[src/rtl/keypad_pkg.sv]
`default_nettype none
// ============================================================================
//  Module   : keypad_pkg
//  Purpose  : Shared key codes, FSM state encoding and helpers for the
//             keypad lock controller.
//  Contents : KEY_NONE / KEY_STAR / KEY_HASH key codes, state_t enum,
//             nibble_mask() helper.
//  Revision : 1.0  initial release
// ============================================================================
package keypad_pkg;

    localparam logic [3:0] KEY_NONE = 4'd15;
    localparam logic [3:0] KEY_STAR = 4'd10;
    localparam logic [3:0] KEY_HASH = 4'd12;

    typedef enum logic [2:0] {
        ST_ENTRY   = 3'd0,
        ST_CHECK   = 3'd1,
        ST_OPEN    = 3'd2,
        ST_PROGRAM = 3'd3,
        ST_LOCKOUT = 3'd4
    } state_t;

    // Mask selecting the low 'len' nibbles of a 16-bit digit buffer.
    function automatic logic [15:0] nibble_mask(input int len);
        logic [15:0] m;
        m = 16'h0000;
        for (int i = 0; i < 4; i++) begin
            if (i < len) begin
                m[4*i +: 4] = 4'hF;
            end
        end
        return m;
    endfunction

endpackage
`default_nettype wire

[src/rtl/lock_timer.sv]
`default_nettype none
// ============================================================================
//  Module   : lock_timer
//  Purpose  : Loadable down-counter used for the open and lockout windows.
//  Ports    : clk, rst_n     - clock, asynchronous active-low reset
//             load, load_val - load the counter (has priority over en)
//             en             - count down while high
//             expired        - high in the cycle the count steps 1 -> 0, so a
//                              load of N followed by N enabled cycles expires
//                              exactly N cycles after the load
//  Revision : 1.0  initial release
// ============================================================================
module lock_timer #(
    parameter int WIDTH = 8
) (
    input  logic             clk,
    input  logic             rst_n,
    input  logic             load,
    input  logic [WIDTH-1:0] load_val,
    input  logic             en,
    output logic             expired
);

    logic [WIDTH-1:0] r_count;

    always_ff @(posedge clk or negedge rst_n) begin
        if (!rst_n) begin
            r_count <= '0;
        end else if (load) begin
            r_count <= load_val;
        end else if (en && (r_count != '0)) begin
            r_count <= r_count - 1'b1;
        end
    end

    // Expiry is flagged on the final decrement rather than once the count
    // already sits at zero, which keeps the window exactly load_val long.
    assign expired = en && (r_count == WIDTH'(1));

endmodule
`default_nettype wire

[src/rtl/keypad_lock_ctrl.sv]
`default_nettype none
// ============================================================================
//  Module   : keypad_lock_ctrl
//  Purpose  : Digital-locker PIN controller fed by a keypad key-code stream:
//             digit entry, PIN check, timed unlock, PIN reprogramming and
//             lockout after repeated failures.
//  Ports    : clk, rst_n  - clock, asynchronous active-low reset
//             key_code    - 0-9 digit, 10 '*', 12 '#', 15 none
//             unlocked    - lock released (OPEN / PROGRAM)
//             alarm       - high throughout lockout
//             err_pulse   - one-cycle pulse: failed check / invalid program
//             ok_pulse    - one-cycle pulse: good check / PIN programmed
//             state_o     - current FSM state (debug)
//             entry_cnt   - digits held in the entry buffer
//             entry_disp  - entry buffer, newest digit in nibble 0, unused
//                           nibbles 4'hF
//  Revision : 1.0  initial release
// ============================================================================
module keypad_lock_ctrl
    import keypad_pkg::*;
#(
    parameter int          PIN_LEN        = 4,
    parameter logic [15:0] DEFAULT_PIN    = 16'h1234,
    parameter int          UNLOCK_CYCLES  = 36_000_000,
    parameter int          MAX_FAIL       = 3,
    parameter int          LOCKOUT_CYCLES = 120_000_000
) (
    input  logic        clk,
    input  logic        rst_n,
    input  logic [3:0]  key_code,
    output logic        unlocked,
    output logic        alarm,
    output logic        err_pulse,
    output logic        ok_pulse,
    output logic [2:0]  state_o,
    output logic [2:0]  entry_cnt,
    output logic [15:0] entry_disp
);

    localparam int TMR_MAX = (UNLOCK_CYCLES > LOCKOUT_CYCLES) ? UNLOCK_CYCLES : LOCKOUT_CYCLES;
    localparam int TMR_W   = $clog2(TMR_MAX + 1);
    localparam int FAIL_W  = $clog2(MAX_FAIL + 1);

    localparam logic [TMR_W-1:0]  c_unlock_val  = TMR_W'(UNLOCK_CYCLES);
    localparam logic [TMR_W-1:0]  c_lockout_val = TMR_W'(LOCKOUT_CYCLES);
    localparam logic [15:0]       c_pin_mask    = nibble_mask(PIN_LEN);
    localparam logic [2:0]        c_pin_len     = 3'(PIN_LEN);
    localparam logic [FAIL_W-1:0] c_max_fail    = FAIL_W'(MAX_FAIL);

    // Key input register and previous value for edge-style event detection.
    logic [3:0] r_key_q;
    logic [3:0] r_key_prev;
    logic       w_key_event;
    logic       w_is_digit;
    logic       w_is_star;
    logic       w_is_hash;

    state_t            r_state,  w_state_nxt;
    logic [15:0]       r_buf,    w_buf_nxt;
    logic [2:0]        r_cnt,    w_cnt_nxt;
    logic [15:0]       r_pin,    w_pin_nxt;
    logic [FAIL_W-1:0] r_fail,   w_fail_nxt;
    logic              r_ok,     w_ok_nxt;
    logic              r_err,    w_err_nxt;

    logic              w_tmr_load;
    logic [TMR_W-1:0]  w_tmr_val;
    logic              w_tmr_en;
    logic              w_tmr_expired;

    logic              w_room;
    logic              w_match;
    logic [FAIL_W-1:0] w_fail_inc;

    always_ff @(posedge clk or negedge rst_n) begin
        if (!rst_n) begin
            r_key_q    <= KEY_NONE;
            r_key_prev <= KEY_NONE;
        end else begin
            r_key_q    <= key_code;
            r_key_prev <= r_key_q;
        end
    end

    // A held code yields a single event; KEY_NONE never does.
    assign w_key_event = (r_key_q != KEY_NONE) && (r_key_q != r_key_prev);
    assign w_is_digit  = w_key_event && (r_key_q <= 4'd9);
    assign w_is_star   = w_key_event && (r_key_q == KEY_STAR);
    assign w_is_hash   = w_key_event && (r_key_q == KEY_HASH);

    assign w_room     = (r_cnt < c_pin_len);
    assign w_match    = (r_cnt == c_pin_len) && ((r_buf & c_pin_mask) == (r_pin & c_pin_mask));
    assign w_fail_inc = r_fail + 1'b1;

    lock_timer #(
        .WIDTH (TMR_W)
    ) u_timer (
        .clk      (clk),
        .rst_n    (rst_n),
        .load     (w_tmr_load),
        .load_val (w_tmr_val),
        .en       (w_tmr_en),
        .expired  (w_tmr_expired)
    );

    always_ff @(posedge clk or negedge rst_n) begin
        if (!rst_n) begin
            r_state <= ST_ENTRY;
            r_buf   <= 16'hFFFF;
            r_cnt   <= 3'd0;
            r_pin   <= DEFAULT_PIN;
            r_fail  <= '0;
            r_ok    <= 1'b0;
            r_err   <= 1'b0;
        end else begin
            r_state <= w_state_nxt;
            r_buf   <= w_buf_nxt;
            r_cnt   <= w_cnt_nxt;
            r_pin   <= w_pin_nxt;
            r_fail  <= w_fail_nxt;
            r_ok    <= w_ok_nxt;
            r_err   <= w_err_nxt;
        end
    end

    always_comb begin
        w_state_nxt = r_state;
        w_buf_nxt   = r_buf;
        w_cnt_nxt   = r_cnt;
        w_pin_nxt   = r_pin;
        w_fail_nxt  = r_fail;
        w_ok_nxt    = 1'b0;
        w_err_nxt   = 1'b0;
        w_tmr_load  = 1'b0;
        w_tmr_val   = c_unlock_val;
        w_tmr_en    = 1'b0;

        case (r_state)
            ST_ENTRY: begin
                if (w_is_digit) begin
                    if (w_room) begin
                        w_buf_nxt = {r_buf[11:0], r_key_q};
                        w_cnt_nxt = r_cnt + 3'd1;
                    end
                end else if (w_is_star) begin
                    w_buf_nxt = 16'hFFFF;
                    w_cnt_nxt = 3'd0;
                end else if (w_is_hash) begin
                    w_state_nxt = ST_CHECK;
                end
            end

            ST_CHECK: begin
                w_buf_nxt  = 16'hFFFF;
                w_cnt_nxt  = 3'd0;
                w_tmr_load = 1'b1;
                if (w_match) begin
                    w_ok_nxt    = 1'b1;
                    w_fail_nxt  = '0;
                    w_tmr_val   = c_unlock_val;
                    w_state_nxt = ST_OPEN;
                end else begin
                    w_err_nxt  = 1'b1;
                    w_fail_nxt = w_fail_inc;
                    w_tmr_val  = c_lockout_val;
                    if (w_fail_inc == c_max_fail) begin
                        w_state_nxt = ST_LOCKOUT;
                    end else begin
                        w_state_nxt = ST_ENTRY;
                    end
                end
            end

            ST_OPEN: begin
                w_tmr_en = 1'b1;
                // Expiry is tested first so a coincident key is discarded.
                if (w_tmr_expired || w_is_star) begin
                    w_state_nxt = ST_ENTRY;
                end else if (w_is_hash) begin
                    w_tmr_load  = 1'b1;
                    w_state_nxt = ST_PROGRAM;
                end
            end

            ST_PROGRAM: begin
                w_tmr_en = 1'b1;
                if (w_tmr_expired) begin
                    w_buf_nxt   = 16'hFFFF;
                    w_cnt_nxt   = 3'd0;
                    w_state_nxt = ST_ENTRY;
                end else if (w_key_event) begin
                    // Any activity keeps the programming window alive.
                    w_tmr_load = 1'b1;
                    if (w_is_digit) begin
                        if (w_room) begin
                            w_buf_nxt = {r_buf[11:0], r_key_q};
                            w_cnt_nxt = r_cnt + 3'd1;
                        end
                    end else if (w_is_star) begin
                        w_buf_nxt   = 16'hFFFF;
                        w_cnt_nxt   = 3'd0;
                        w_state_nxt = ST_ENTRY;
                    end else if (w_is_hash) begin
                        w_buf_nxt = 16'hFFFF;
                        w_cnt_nxt = 3'd0;
                        if (r_cnt == c_pin_len) begin
                            w_pin_nxt   = r_buf;
                            w_ok_nxt    = 1'b1;
                            w_state_nxt = ST_ENTRY;
                        end else begin
                            w_err_nxt = 1'b1;
                        end
                    end
                end
            end

            ST_LOCKOUT: begin
                w_tmr_en  = 1'b1;
                w_buf_nxt = 16'hFFFF;
                w_cnt_nxt = 3'd0;
                if (w_tmr_expired) begin
                    w_fail_nxt  = '0;
                    w_state_nxt = ST_ENTRY;
                end
            end

            default: begin
                w_buf_nxt   = 16'hFFFF;
                w_cnt_nxt   = 3'd0;
                w_state_nxt = ST_ENTRY;
            end
        endcase
    end

    assign unlocked   = (r_state == ST_OPEN) || (r_state == ST_PROGRAM);
    assign alarm      = (r_state == ST_LOCKOUT);
    assign ok_pulse   = r_ok;
    assign err_pulse  = r_err;
    assign state_o    = r_state;
    assign entry_cnt  = r_cnt;
    assign entry_disp = r_buf;

endmodule
`default_nettype wire

[config.mk]
export PLATFORM = sky130hd
export DESIGN_NAME = keypad_lock_ctrl
export DESIGN_NICKNAME = d
export VERILOG_FILES = /design/src/rtl/keypad_pkg.sv /design/src/rtl/lock_timer.sv /design/src/rtl/keypad_lock_ctrl.sv
export SDC_FILE = /design/constraint.sdc
export NUM_CORES = 1
export LEC_CHECK = 0
export CELL_PAD_IN_SITES_DETAIL_PLACEMENT = 1
export CELL_PAD_IN_SITES_GLOBAL_PLACEMENT = 1
export CORE_ASPECT_RATIO = 1.2
export CORE_MARGIN = 5
export CORE_UTILIZATION = 47
export CTS_CLUSTER_DIAMETER = 100
export CTS_CLUSTER_SIZE = 20
export DETAILED_ROUTE_END_ITERATION = 7
export GPL_TIMING_DRIVEN = 1
export PLACE_DENSITY_LB_ADDON = 0.1
export SETUP_SLACK_MARGIN = 0.02
export SYNTH_ARGS = -nofsm -noshare
export SYNTH_HDL_FRONTEND = slang
export SYNTH_HIERARCHICAL = 1
export SYNTH_SLANG_ARGS = --single-unit
[constraint.sdc]
create_clock -name clk -period 3.5 [get_ports clk]
set_input_delay 0.525 -clock clk [delete_from_list [all_inputs] [get_ports clk]]
set_output_delay 0.525 -clock clk [all_outputs]
set_load 0.05 [all_outputs]
==> impl_results.md, run 1 <==
* Crit path buffers/inverters at 0
* ANT nets after route at 0
* Die Width at between 90 and 100 µm
* Initial Util at roughly half
* Achievable Freq at 321.4 MHz
* Vias in the first global route at between 3000 and 4000
* Area of the multi-input gates at between 2000 and 2500 µm²
* Slowest library cell on the worst path: or4_1
* Die extent in y at about 110 µm
* Yosys top cell area share at 28.96%
* Grt ovf at 0
* Final-report setup violation count at 0
* Clock-pin slew on the worst setup and hold paths at 0.08 ns
* #FFs+latches synth at between 70 and 80
* Dpl hpwl at 6.660 mm
* Drt first pass iters at 4
* Post-CTS Hold Buffers at 0
* Max-Cap Viols at 0
* Levels on crit path at 9
* Rows at 37
* Leakage at 1.915 nW
* Fin. max-slew vios at 0
* Post-synth EDFFs at 0
* P&R area growth vs syn at 16.71%
* Synth unique cells at 60
* GP Congestion at 0.8303
* Synth top area cells: dfrtp_1, dfstp_2, mux2_2
* Worst Hold Class: input pin to async pin
* R2R cell count at 9
* Clock sinks at 77
* Die ar. at 10810 µm²
* # resized after CTS at 0
* GRT Util Overall at roughly a fifth
* ANT cells at 0
* CP cell instances: or4_1 -> nor3_1 -> nand2_1 -> nor2_1 -> nand2b_1 -> mux2_2 -> nor3_4 -> a21oi_4 -> mux2i_1
* Vias/cell at 5.490
* Root Buffer Master: clkbuf_8
* Fill count at 947
* CTS tree: done
* Crit path required time at 3.72 ns
* # IOs at 32
* RSZ-0062 raised after global routing: no
* Reg-to-Reg Start: u_timer/r_count[9]$_DFFE_PN0P_
* Clock latency on the worst-skew pair at 0.36 ns
* Port bufs at 31
* Routed WL per cell at 17.18 µm
* First DRT Iteration DRCs at 87
* Sequential area share after synthesis at about 47%
* Gate Count Post-Synth at 381
* Syn avg cell area at 10.89 µm²
* Worst-margin pin slew at 1.077 ns
* Asr flop ratio synth at 100.0%
* Vias post-DR at 3025
* Status: completed
* Ys Warns at 6
* Routed wire length at 9.467 mm
* Largest net degree at the start of global routing at 78
* Crit path arrival time at between 3 and 4 ns
* Maximum VDD drop at approximately 0.28 mV
* Kind of critical path: flip-flop to flip-flop
* Critical path fanouts, max at 18
* Clk_skew at 0.007951 ns
* Primary FF master, synth: dfrtp_1
* Clock buffer count from CTS at 9
* Crit path time final at roughly 3.1 ns
* Share of layout cells above drive strength 1 at 22.81%
* Period utilization at 88.90%
* First-pass GRT wire length at 16.34 mm
* Sequential Area at 1963 µm²
* Setup_tns at 0 ns
* Antenna violations before repair at 0
* Delay-heaviest family, CP: simple AND/OR/NAND/NOR gates
* Crit path launch: u_timer/r_count[9]$_DFFE_PN0P_
* Area leader, netlist: dfrtp_1
* Drt drc at 0
* Worst rel slew slack at 28.22%
* CP max stage delay at 0.67 ns
* Pwr per Cell Area at 778.4 nW/µm²
* Setup bufs post-CTS at 0
* Design Power at 0.003768 W
* Final Hold Violating Endpoints at 0
* Layout Nets at 440
* Htree depth at 3
* CP startpoint kind: flip-flop
* Clock Tree Buf Depth at 2
* Placeable core area at 8611 µm²
* CP Capture Type: flip-flop
* Synth Cell Area at 4148 µm²
where the power goes:
group	internal [W]	switching (W)	leakage, nW	total, W
Sequential	0.00121	0.000344	0.923	0.00155
Combinational	0.000593	0.000878	0.886	0.00147
Clock	0.000402	0.000341	0.107	0.000743
Total	0.00220	0.00156	1.92	0.00377
final timing paths:
path	to	slack, ns
hold reg to reg	r_key_prev[0]$_DFF_PN1_	0.42
hold / removal	r_pin[14]$_DFFE_PN0P_	0.31
setup reg to reg	entry_cnt[0]$_DFFE_PN0P_	0.39
min in group clk	r_key_prev[0]$_DFF_PN1_	0.42
max in group asynchronous	u_timer/r_count[4]$_DFFE_PN0P_	2.54
setup / recovery	entry_cnt[0]$_DFFE_PN0P_	0.39
registers in the layout, summed over array words and instances, names as in the netlist:
signal and flops:
u_timer/r_count 27, entry_cnt 3, entry_disp 16, r_fail 2, ok_pulse 1, r_key_q 4, r_pin 16, err_pulse 1
state_o 3, r_key_prev 4
stage by stage:
stage               worst slack, ns  std cells  hold WS, ns  util, %  instance area, µm²
floorplan                    0.2660        397       0.2294        -                4210
detailed placement           0.4652        535       0.4083    53.73                4627
CTS                          0.4003        551       0.3473    56.22                4841
finish                       0.3886        551       0.3126    56.22                4841
global placement             0.5428        535       0.4062    53.73                4627
global route                 0.1539        551       0.3898    56.22                4841
layout make-up:
type,instances,share of cell area (%)
multi-input combinational,288,43.16
sequential,77,40.55
timing repair buffer,41,7.909
tap,117,3.024
clock buffer,10,2.636
clock inverter,6,1.783
inverter,12,0.9305
metal layers:
| layer | wire, µm | track usage [%] | share of wire (%) | up-vias |
|---|---|---|---|---|
| li1 | - | - | - | 1456 |
| met1 | 4053 | 23.60 | 43 | 1522 |
| met2 | 4968 | 33.67 | 52 | 36 |
| met3 | 280 | 4.255 | 3.0 | 11 |
| met4 | 165 | 7.116 | 1.7 | 0 |
| met5 | 0 | 0 | 0 | - |
synthesized netlist by cell type (9+ instances only):
library cell   n
mux2_2        23
o21ai_1        9
dfstp_2       29
o22a_1        15
dfrtp_1       48
nor3_1        14
inv_1         12
nand2_1       28
xnor2_1       25
xor2_1        19
o21ai_0       27
nor2_1        15
logic make-up (layout without fill, tap and decap cells):
group / Yosys count / count (layout) / synth area share (%)
AND/OR/NAND/NOR: 118 / 118 / 18.01
AO/OA/AOI/OAI: 78 / 78 / 13.00
flip-flops: 77 / 77 / 47.33
XOR/XNOR: 44 / 44 / 9.291
buffers and inverters: 32 / 69 / 3.952
multiplexers: 25 / 25 / 6.727
adder cells (fa/ha/maj): 5 / 5 / 1.508
other: 2 / 18 / 0.1811
cells in the final DEF (no fill, tap or decap), types with 8 or more instances in the layout:
cell             instances
clkdlybuf4s50_1         30
nand4_1                  8
nor3_1                  14
inv_1                   12
nor2_1                  15
conb_1                  18
xnor2_1                 25
o22a_1                  15
o21ai_0                 27
nand2_1                 28
mux2_2                  23
buf_4                   11
dfrtp_1                 48
o21ai_1                  9
clkbuf_8                 9
xor2_1                  19
or4_1                    8
dfstp_2                 29
Power figures use the tool's default switching activity.
==> inputs of run 2 (changes only) <==
- CORE_MARGIN: 5 -> 2
==> run 2 against run 1 <==
  * Global-route usage rose by 0.99 points
  * Sequential share of layout area rose by 0.084 points
  * Sequential cell count did not move
  * Maximum frequency fell by 2.4%
  * Total power barely moved
  * Non-clock buffer count fell by 4
  * Clock power rose by 2%
  * Final cell count fell by 0.73%
  * Via count fell by 1.6%
  * Count of clock-buffer cells in the layout fell by 1
  * First-iteration DRC count fell by 32%
  * Clock skew rose by 0.0010 ns
  * Critical path type unchanged
  * Largest power group unchanged
  * Highest routed layer unchanged
==> impl_results.md, run 2 (synthesis gave the netlist of run 1 again) <==
* GRT Util Overall at 20.52% (+0.99 points)
* Worst rel slew slack at 36.89% (+8.7 points)
* Clock buffer count from CTS at 9 (unchanged)
* Final Hold Violating Endpoints at 0 (unchanged)
* Clk_skew at 0.008983 ns (+0.001032 ns)
* Drt drc at 0 (unchanged)
* GP Congestion at 0.8104 (-2.4%)
* Routed met1 length at 4.050 mm (about the same)
* Routed wire length at 9.165 mm (-3.2%)
* Rows at 37 (unchanged)
* Layout Nets at 436 (-0.91%)
* Initial Util at 48.43% (+0.26 points)
* Port bufs at 31 (unchanged)
* Drt first pass iters at 4 (unchanged)
* Largest net degree at the start of global routing at 78 (unchanged)
* Setup_tns at 0 ns (unchanged)
* Crit path required time at 3.81 ns (+0.09 ns)
* First DRT Iteration DRCs at 59 (-32%)
* Share of layout cells above drive strength 1 at 22.33% (-0.49 points)
* Final-report setup violation count at 0 (unchanged)
* Vias post-DR at 2978 (-1.6%)
* # IOs at 32 (unchanged)
* Pwr per Cell Area at 780.1 nW/µm² (+0.21%)
* ANT cells at 0 (unchanged)
* Antenna violations before repair at 0 (unchanged)
* Setup bufs post-CTS at 0 (unchanged)
* Routed WL per cell at 16.76 µm (-2.5%)
* Met3 routed WL at 288 µm (+2.9%)
* DP Area at 4609 µm² (-0.38%)
* Maximum VDD drop at 0.2522 mV (-9.1%)
* # resized after CTS at 0 (unchanged)
* Most flops, register: u_timer/r_count
* Die Width at 89.76 µm (-6.3%)
* Die ar. at 9595 µm² (-11%)
* ANT nets after route at 0 (unchanged)
* Max-Cap Viols at 0 (unchanged)
* Post-CTS Hold Buffers at 0 (unchanged)
* Final Cell Area at 4831 µm² (-0.21%)
* Die extent in y at 106.9 µm (-5.3%)
* DR top layer: met4
* Worst-margin pin slew at 0.9466 ns (-0.1301 ns)
* First-pass GRT wire length at 15.66 mm (-4.1%)
* Placeable core area at 8564 µm² (-0.54%)
* Crit path arrival time at 3.50 ns (+0.17 ns)
* Achievable Freq at 313.8 MHz (-2.4%)
* Worst Hold Class: input pin to async pin
* CTS tree: done
* Period utilization at 91.04% (+2.1 points)
* Crit path time final at 3.186 ns (+0.07492 ns)
* P&R area growth vs syn at 16.47%
* CP Capture Type: flip-flop
* Max reg flops at 27 (unchanged)
* Fin. max-slew vios at 0 (unchanged)
* Leakage at 1.897 nW (-0.96%)
* Critical path fanouts, max at 18 (unchanged)
* Metal2 WL at 4.708 mm (-5.2%)
* Clock Tree Buf Depth at 2 (unchanged)
* Vias in the first global route at 3130 (-2.9%)
* Root Buffer Master: clkbuf_8
* Commonest cells after routing, fill and taps aside: dfrtp_1, clkdlybuf4s50_1, dfstp_2, nand2_1, o21ai_0
* Status: completed
* Clock sinks at 77 (unchanged)
* Design Power at 0.003769 W (about the same)
* Htree depth at 3 (unchanged)
* Clock-pin slew on the worst setup and hold paths at 0.09 ns (about the same)
* Most common cell after layout, fill and taps aside: dfrtp_1
* Clock latency on the worst-skew pair at 0.36 ns (about the same)
* CP startpoint kind: flip-flop
* Kind of critical path: flip-flop to flip-flop
* Dpl hpwl at 6.316 mm (-5.2%)
* Vias/cell at 5.444 (-0.83%)
* Grt ovf at 0 (unchanged)
* RSZ-0062 raised after global routing: no
run 2: cell type report:
cell class              count  area, µm²
clock buffers               9      123.9
clock inverters             7      97.59
fillers                   945       3734
inverters                  12      45.04
multi-input cells         288       2090
flip-flops and latches     77       1963
well taps                 117      146.4
repair buffers             37      365.4
run 2: report_power, final:
| group | internal [W] | leakage, nW | switching [W] |
|---|---|---|---|
| logic | 0.000591 | 0.868 | 0.000858 |
| registers | 0.00121 | 0.923 | 0.000348 |
| clock network | 0.000404 | 0.106 | 0.000357 |
| total | 0.00221 | 1.90 | 0.00156 |
run 2: stage by stage:
stage	util (%)	instances	hold slack [ns]	setup slack, ns
finish	56.41	547	0.2977	0.3137
global route	56.41	547	0.3590	0.1070
CTS	56.41	547	0.3302	0.3117
detailed placement	53.82	531	0.4147	0.3285
global placement	53.82	531	0.4135	0.4725
floorplan	-	397	0.2294	0.2660
run 2: worst paths after layout:
| check | cells past startpoint | to | from | slack (ns) |
|---|---|---|---|---|
| setup / recovery | 9 | entry_disp[11]$_DFFE_PN1P_ | u_timer/r_count[9]$_DFFE_PN0P_ | 0.31 |
| hold / removal | 1 | r_pin[8]$_DFFE_PN0P_ | rst_n | 0.30 |
| setup reg to reg | 9 | entry_disp[11]$_DFFE_PN1P_ | u_timer/r_count[9]$_DFFE_PN0P_ | 0.31 |
| hold reg to reg | 0 | r_key_prev[0]$_DFF_PN1_ | r_key_q[0]$_DFF_PN1_ | 0.43 |
| max in group asynchronous | 1 | r_fail[1]$_DFFE_PN0P_ | rst_n | 2.59 |
| min in group clk | 0 | r_key_prev[0]$_DFF_PN1_ | r_key_q[0]$_DFF_PN1_ | 0.43 |
run 2: worst max-delay path: stages (launching register included):
cell	delay, ns
dfrtp_1	0.39
or4_1	0.67
nor3_1	0.38
nand2_1	0.10
nor2_1	0.36
nand2b_1	0.23
mux2_2	0.21
nor3_4	0.07
a21oi_4	0.46
o22a_1	0.24
run 2: metal layers:
| metal | vias to the layer above | GRT usage, % |
|---|---|---|
| met2 | 46 | 35.82 |
| met5 | - | 0 |
| met4 | 0 | 7.582 |
| li1 | 1438 | - |
| met1 | 1482 | 25.44 |
| met3 | 12 | 4.006 |
==> RTL edit 1 (flow settings as in run 1) <==
Set the parameter `DEFAULT_PIN` to 16'h0DA7 (it was 16'h1234).
--- a/src/rtl/keypad_lock_ctrl.sv
+++ b/src/rtl/keypad_lock_ctrl.sv
@@ -20,7 +20,7 @@
     import keypad_pkg::*;
 #(
     parameter int          PIN_LEN        = 4,
-    parameter logic [15:0] DEFAULT_PIN    = 16'h1234,
+    parameter logic [15:0] DEFAULT_PIN    = 16'h0DA7,
     parameter int          UNLOCK_CYCLES  = 36_000_000,
     parameter int          MAX_FAIL       = 3,
     parameter int          LOCKOUT_CYCLES = 120_000_000
Check against the original RTL: no difference found for any inputs over 4 cycles, from zero or initial values and one cycle with rst_n low; that may be too few to reach the edited logic, so the function may still have changed.
==> RTL edit 1 against run 1 <==
Fmax is 3.9% lower. Critical path depth stayed put. Total power is 0.48% higher. Synthesized area is essentially flat. Final area is 0.47% higher. Cell count is 0.18% higher. Sequential cell count is the same. Via count is 0.79% higher. Global-route usage grew 0.24 points. Setup slack lost 0.13 ns. Non-clock buffer count up 1. Sequential share of layout area is 0.11 points lower. Routed wire length up 3.0%.
==> RTL edit 1: results (changes against run 1) <==
Outcome
  • Status: completed (unchanged)

Setup path
  • Critical Path Fanout Max: 18 (unchanged)
  • RR Endpoint: entry_disp[0]$_DFFE_PN1P_ (was entry_cnt[0]$_DFFE_PN0P_)
  • Worst R2R Path Depth: 9 (unchanged)
  • Worst R2R Setup Slack: 0.26 ns (was 0.39 ns)
  • Worst r2r src: u_timer/r_count[9]$_DFFE_PN0P_ (unchanged)
  • Worst endpoint data arrival time: 3.54 ns (was 3.33 ns)

Pwr
  • P_sw: 1.56 mW (about the same)
  • Pleak: 1.91 nW (was 1.92 nW)
  • Peak supply drop: 310 µV (was 277 µV)
  • Sw frac: 41.3% (was 41.5%)
  • Seq pwr share: 40.9% (was 41.2%)
  • Combinational gate power: about 1.5 mW

Layout
  • Fillers: 982 (was 947)
  • Multi-input gate area: 2100 µm² (was 2090 µm²)
  • Nets@finish: 441 (was 440)
  • Largest Register: u_timer/r_count (unchanged)
  • Diode count: 0 (unchanged)
  • Share of cells above drive strength 1: 23.4% (was 22.8%)
  • Max reg flops: 27 (unchanged)

Clocking
  • Clk buf depth: 2 (unchanged)
  • CTS clk-pin slew, worst paths: 0.08 ns (about the same)
  • Worst-Skew Late Latency: 0.37 ns
  • # H-tree levels: 3 (unchanged)

Global routing
  • Vias in the first global route: 3,312 (was 3,224)
  • Global-route wire length before repair: 16.4 mm (was 16.3 mm)
  • Largest net degree at the start of global routing: 78 (unchanged)
  • Initial antenna violation count: 0 (unchanged)
  • GR Util All Layers: 19.8% (was 19.5%)

Timing
  • Rel. slew slack: 35.9% (was 28.2%)
  • Final Skew: 0.0129 ns (was 0.00795 ns)

Place
  • GP Congestion: 0.797 (was 0.830)
  • HPWL Detailed: 6.91 mm (was 6.66 mm)
  • Area after DPL: 4640 µm² (was 4630 µm²)

Synth
  • Post-synthesis sequential area ratio: 47.4% (was 47.3%)
  • Area contributors post-synth: dfrtp_1 27%, dfstp_2 20%, mux2_2 6.2% (was dfrtp_1 29%, dfstp_2 18%, mux2_2 6.2%)
  • Top post-synthesis cells by count: 45 x dfrtp_1, 32 x dfstp_2, 28 x nand2_1, 27 x o21ai_0, 25 x xnor2_1 (was 48 x dfrtp_1, 29 x dfstp_2, 28 x nand2_1, 27 x o21ai_0, 25 x xnor2_1)
  • Synth warn: 6 (unchanged)
  • Async SR Flop Fraction: 100% (unchanged)
  • Unique masters post-synth: 60 (unchanged)

Route
  • Initial drt markers: 81 (was 87)
  • Vias/cell: 5.52 (was 5.49)
  • Final wirelength: 9.75 mm (was 9.47 mm)

Worst hold path
  • Hold Crit Class: in -> async (unchanged)
[RTL edit 1: cell count changes in the layout (fill, tap and decap cells not counted), sizes merged]
cell and change:
dfrtp -3, dfstp +3, clkbuf +2, buf +1, clkinv -1, inv -1
[RTL edit 1: kinds of logic after synthesis]
| kind of cell | after synthesis | share of synthesized area, % |
|---|---|---|
| AND/OR/NAND/NOR | 118 | 18.0 |
| AO/OA/AOI/OAI | 78 | 13.0 |
| multiplexers | 25 | 6.72 |
| flip-flops | 77 | 47.4 |
| other | 2 | 0.181 |
| XOR/XNOR | 44 | 9.28 |
| adder cells (fa/ha/maj) | 5 | 1.51 |
| buffers and inverters | 32 | 3.95 |
[RTL edit 1: what timing repair did]
item,CTS,global route
endpoints found under the setup margin,0,3
buffers inserted,0,0
resized for setup,0,1
[RTL edit 1: metal layers]
metal  vias to the layer above  part of all wire (%)  global-route usage [%]
met1                      1534                    43                    23.5
met5                         -                     0                       0
met3                        20                   2.5                    3.52
met2                        49                    52                    33.7
li1                       1446                     -                       -
met4                         0                   2.6                    10.1
[RTL edit 1: how the worst max path moves through the flow]
stage | start | to | slack [ns] | cells after the start
final | u_timer/r_count[9]$_DFFE_PN0P_ | entry_disp[0]$_DFFE_PN1P_ | 0.26 | 9
after global routing | u_timer/r_count[9]$_DFFE_PN0P_ | entry_disp[0]$_DFFE_PN1P_ | 0.06 | 9
after CTS | u_timer/r_count[9]$_DFFE_PN0P_ | entry_disp[5]$_DFFE_PN1P_ | 0.26 | 9
after detailed placement | u_timer/r_count[9]$_DFFE_PN0P_ | u_timer/r_count[25]$_DFFE_PN0P_ | 0.26 | 11
after global placement | u_timer/r_count[7]$_DFFE_PN0P_ | entry_disp[0]$_DFFE_PN1P_ | 0.45 | 9
after floorplan | state_o[1]$_DFFE_PN0P_ | u_timer/r_count[24]$_DFFE_PN0P_ | 0.27 | 9
[RTL edit 1: stage by stage]
step / hold WS, ns / cells
final: 0.291 / 552
after detailed placement: 0.391 / 536
after CTS: 0.347 / 552
after global placement: 0.388 / 536
after floorplan: 0.229 / 397
after global routing: 0.393 / 552
[RTL edit 1: layout make-up]
cell class | count | area share [%]
sequential | 77 | 40.4
clock buffer | 12 | 2.98
multi-input combinational | 288 | 43.1
clock inverter | 4 | 1.49
tap | 117 | 3.01
timing repair buffer | 42 | 8.03
inverter | 12 | 0.926
[RTL edit 1: critical path, cell delays in order (launching register included)]
cell and delay [ns]:
dfrtp_1 0.40, or4_1 0.68, nor3_1 0.42, nand2_1 0.10, nor2_1 0.25, nand2b_1 0.25, mux2_2 0.24, nor3_4 0.07
a21oi_4 0.52, o22a_1 0.25
==> RTL edit 2 (settings of run 1) <==
Without the edit above. The output `ok_pulse` loses its register stage (`r_ok` becomes a continuous assignment).
--- a/src/rtl/keypad_lock_ctrl.sv
+++ b/src/rtl/keypad_lock_ctrl.sv
@@ -110,7 +110,6 @@
             r_cnt   <= 3'd0;
             r_pin   <= DEFAULT_PIN;
             r_fail  <= '0;
-            r_ok    <= 1'b0;
             r_err   <= 1'b0;
         end else begin
             r_state <= w_state_nxt;
@@ -118,10 +117,11 @@
             r_cnt   <= w_cnt_nxt;
             r_pin   <= w_pin_nxt;
             r_fail  <= w_fail_nxt;
-            r_ok    <= w_ok_nxt;
             r_err   <= w_err_nxt;
         end
     end
+
+    assign r_ok = w_ok_nxt;
 
     always_comb begin
         w_state_nxt = r_state;
Check against the original RTL: no difference found for any inputs over 4 cycles, from zero or initial values and one cycle with rst_n low; that may be too few to reach the edited logic, so the function may still have changed.
==> RTL edit 2 against run 1 <==
Synthesized area up 0.42%. Sequential cell count down 1. Via count up 1.7%. Setup slack worse by 0.087 ns. Total power up 3.3%. Global-route usage up 0.29 points. Final area up 0.49%. Fmax down 2.7%. Routed wire length up 3.0%. Largest cell class unchanged.
==> RTL edit 2: results (changes against run 1) <==
Outcome
  • Status: completed (unchanged)

Place
  • GP Congestion: 0.818 (was 0.830)
  • Area after DPL: 4640 µm² (was 4630 µm²)
  • HPWL Detailed: 6.61 mm (was 6.66 mm)
  • Placed Cells incl. Taps: 540 (was 535)
  • Pre-CTS setup slack: 0.368 ns (was 0.465 ns)

Global routing
  • Global-route wire length before repair: 16.9 mm (was 16.3 mm)
  • GR Util All Layers: 19.8% (was 19.5%)
  • Largest net degree at the start of global routing: 77 (was 78)
  • Vias in the first global route: 3,349 (was 3,224)

Synth
  • Unique masters post-synth: 64 (was 60)
  • Top post-synthesis cells by count: 47 x dfrtp_1, 31 x nand2_1, 29 x dfstp_2, 28 x o21ai_0, 28 x xnor2_1 (was 48 x dfrtp_1, 29 x dfstp_2, 28 x nand2_1, 27 x o21ai_0, 25 x xnor2_1)
  • Area contributors post-synth: dfrtp_1 28%, dfstp_2 18%, xnor2_1 5.9% (was dfrtp_1 29%, dfstp_2 18%, mux2_2 6.2%)
  • Post-synthesis sequential area ratio: 46.5% (was 47.3%)
  • Synthesis-stage register bit count: 76 (was 77)
  • Post-Syn Instances: 385 (was 381)

Setup path
  • CP max stage cell: or4_1 (unchanged)
  • Critical path destination: ok_pulse (was entry_cnt[0]$_DFFE_PN0P_)
  • CP Launch Type: register (unchanged)
  • Critical Path Fanout Max: 6 (was 18)
  • RR Endpoint: state_o[1]$_DFFE_PN0P_ (was entry_cnt[0]$_DFFE_PN0P_)
  • Worst R2R Path Depth: 10 (was 9)
  • Worst R2R Setup Slack: 0.35 ns (was 0.39 ns)
  • Worst endpoint data arrival time: 2.67 ns (was 3.33 ns)

Pwr
  • Peak supply drop: 519 µV (was 277 µV)
  • Int Pwr: 2.25 mW (was 2.20 mW)
  • Combinational Power Share: 40.6% (was 39.0%)
  • PwrDens: 800 nW/µm² (was 778 nW/µm²)
  • Pleak: 1.94 nW (was 1.92 nW)
  • Combinational gate power: 1.58 mW (was 1.47 mW)

Layout
  • Fillers: 960 (was 947)
  • Multi-In Gates: 291 (was 288)
  • Fraction of standard cell area that is sequential: 39.8% (was 40.6%)
  • ClkCell Share: 4.63% (was 4.42%)
  • Bufs w/o clock: 42 (was 41)
  • Nets@finish: 445 (was 440)
  • Multi-input combinational area share: 43.5% (was 43.2%)
  • Invs w/o clock: 14 (was 12)
  • Layout non-clock buf frac: 7.97% (was 7.91%)
  • Share of cells above drive strength 1: 27.1% (was 22.8%)
  • Clock buf count: 9 (was 10)

Timing
  • Final period util: 91.4% (was 88.9%)
  • Worst Tran Pin Value: 1.01 ns (was 1.08 ns)
  • Final Skew: 0.00964 ns (was 0.00795 ns)
  • Worst hold slack: 0.296 ns (was 0.313 ns)

Route
  • Initial drt markers: 79 (was 87)
  • Wire per inst: 17.5 µm (was 17.2 µm)
  • Vias/cell: 5.53 (was 5.49)
  • Final wirelength: 9.75 mm (was 9.47 mm)
-- RTL edit 2: cell types whose count changed in the layout (fill, tap and decap cells not counted), moves of 3 or more --
cell	run 1	this run
o22a_1	15	0
nand2_1	28	31
xnor2_1	25	28
nor3_1	14	11
o22a_2	0	16
and2b_2	0	3
clkinv_4	0	3
xor2_1	19	15
mux2_2	23	20
-- RTL edit 2: kinds of logic (layout without fill, tap and decap cells) --
kind of cell	after synthesis	after routing	share of synthesized area [%]
AND/OR/NAND/NOR	119	119	17.9
AO/OA/AOI/OAI	82	82	14.2
flip-flops	76	76	46.5
XOR/XNOR	43	43	9.04
buffers and inverters	34	72	4.21
multiplexers	24	24	6.43
adder cells (fa/ha/maj)	5	5	1.50
other	2	18	0.180
-- RTL edit 2: per-layer routing --
metal / wire length (µm) / vias up / GRT usage (%)
met5: 0 / - / 0
met4: 224 / 0 / 8.06
li1: - / 1470 / -
met3: 211 / 20 / 3.52
met1: 4320 / 1543 / 25.2
met2: 4990 / 42 / 32.9
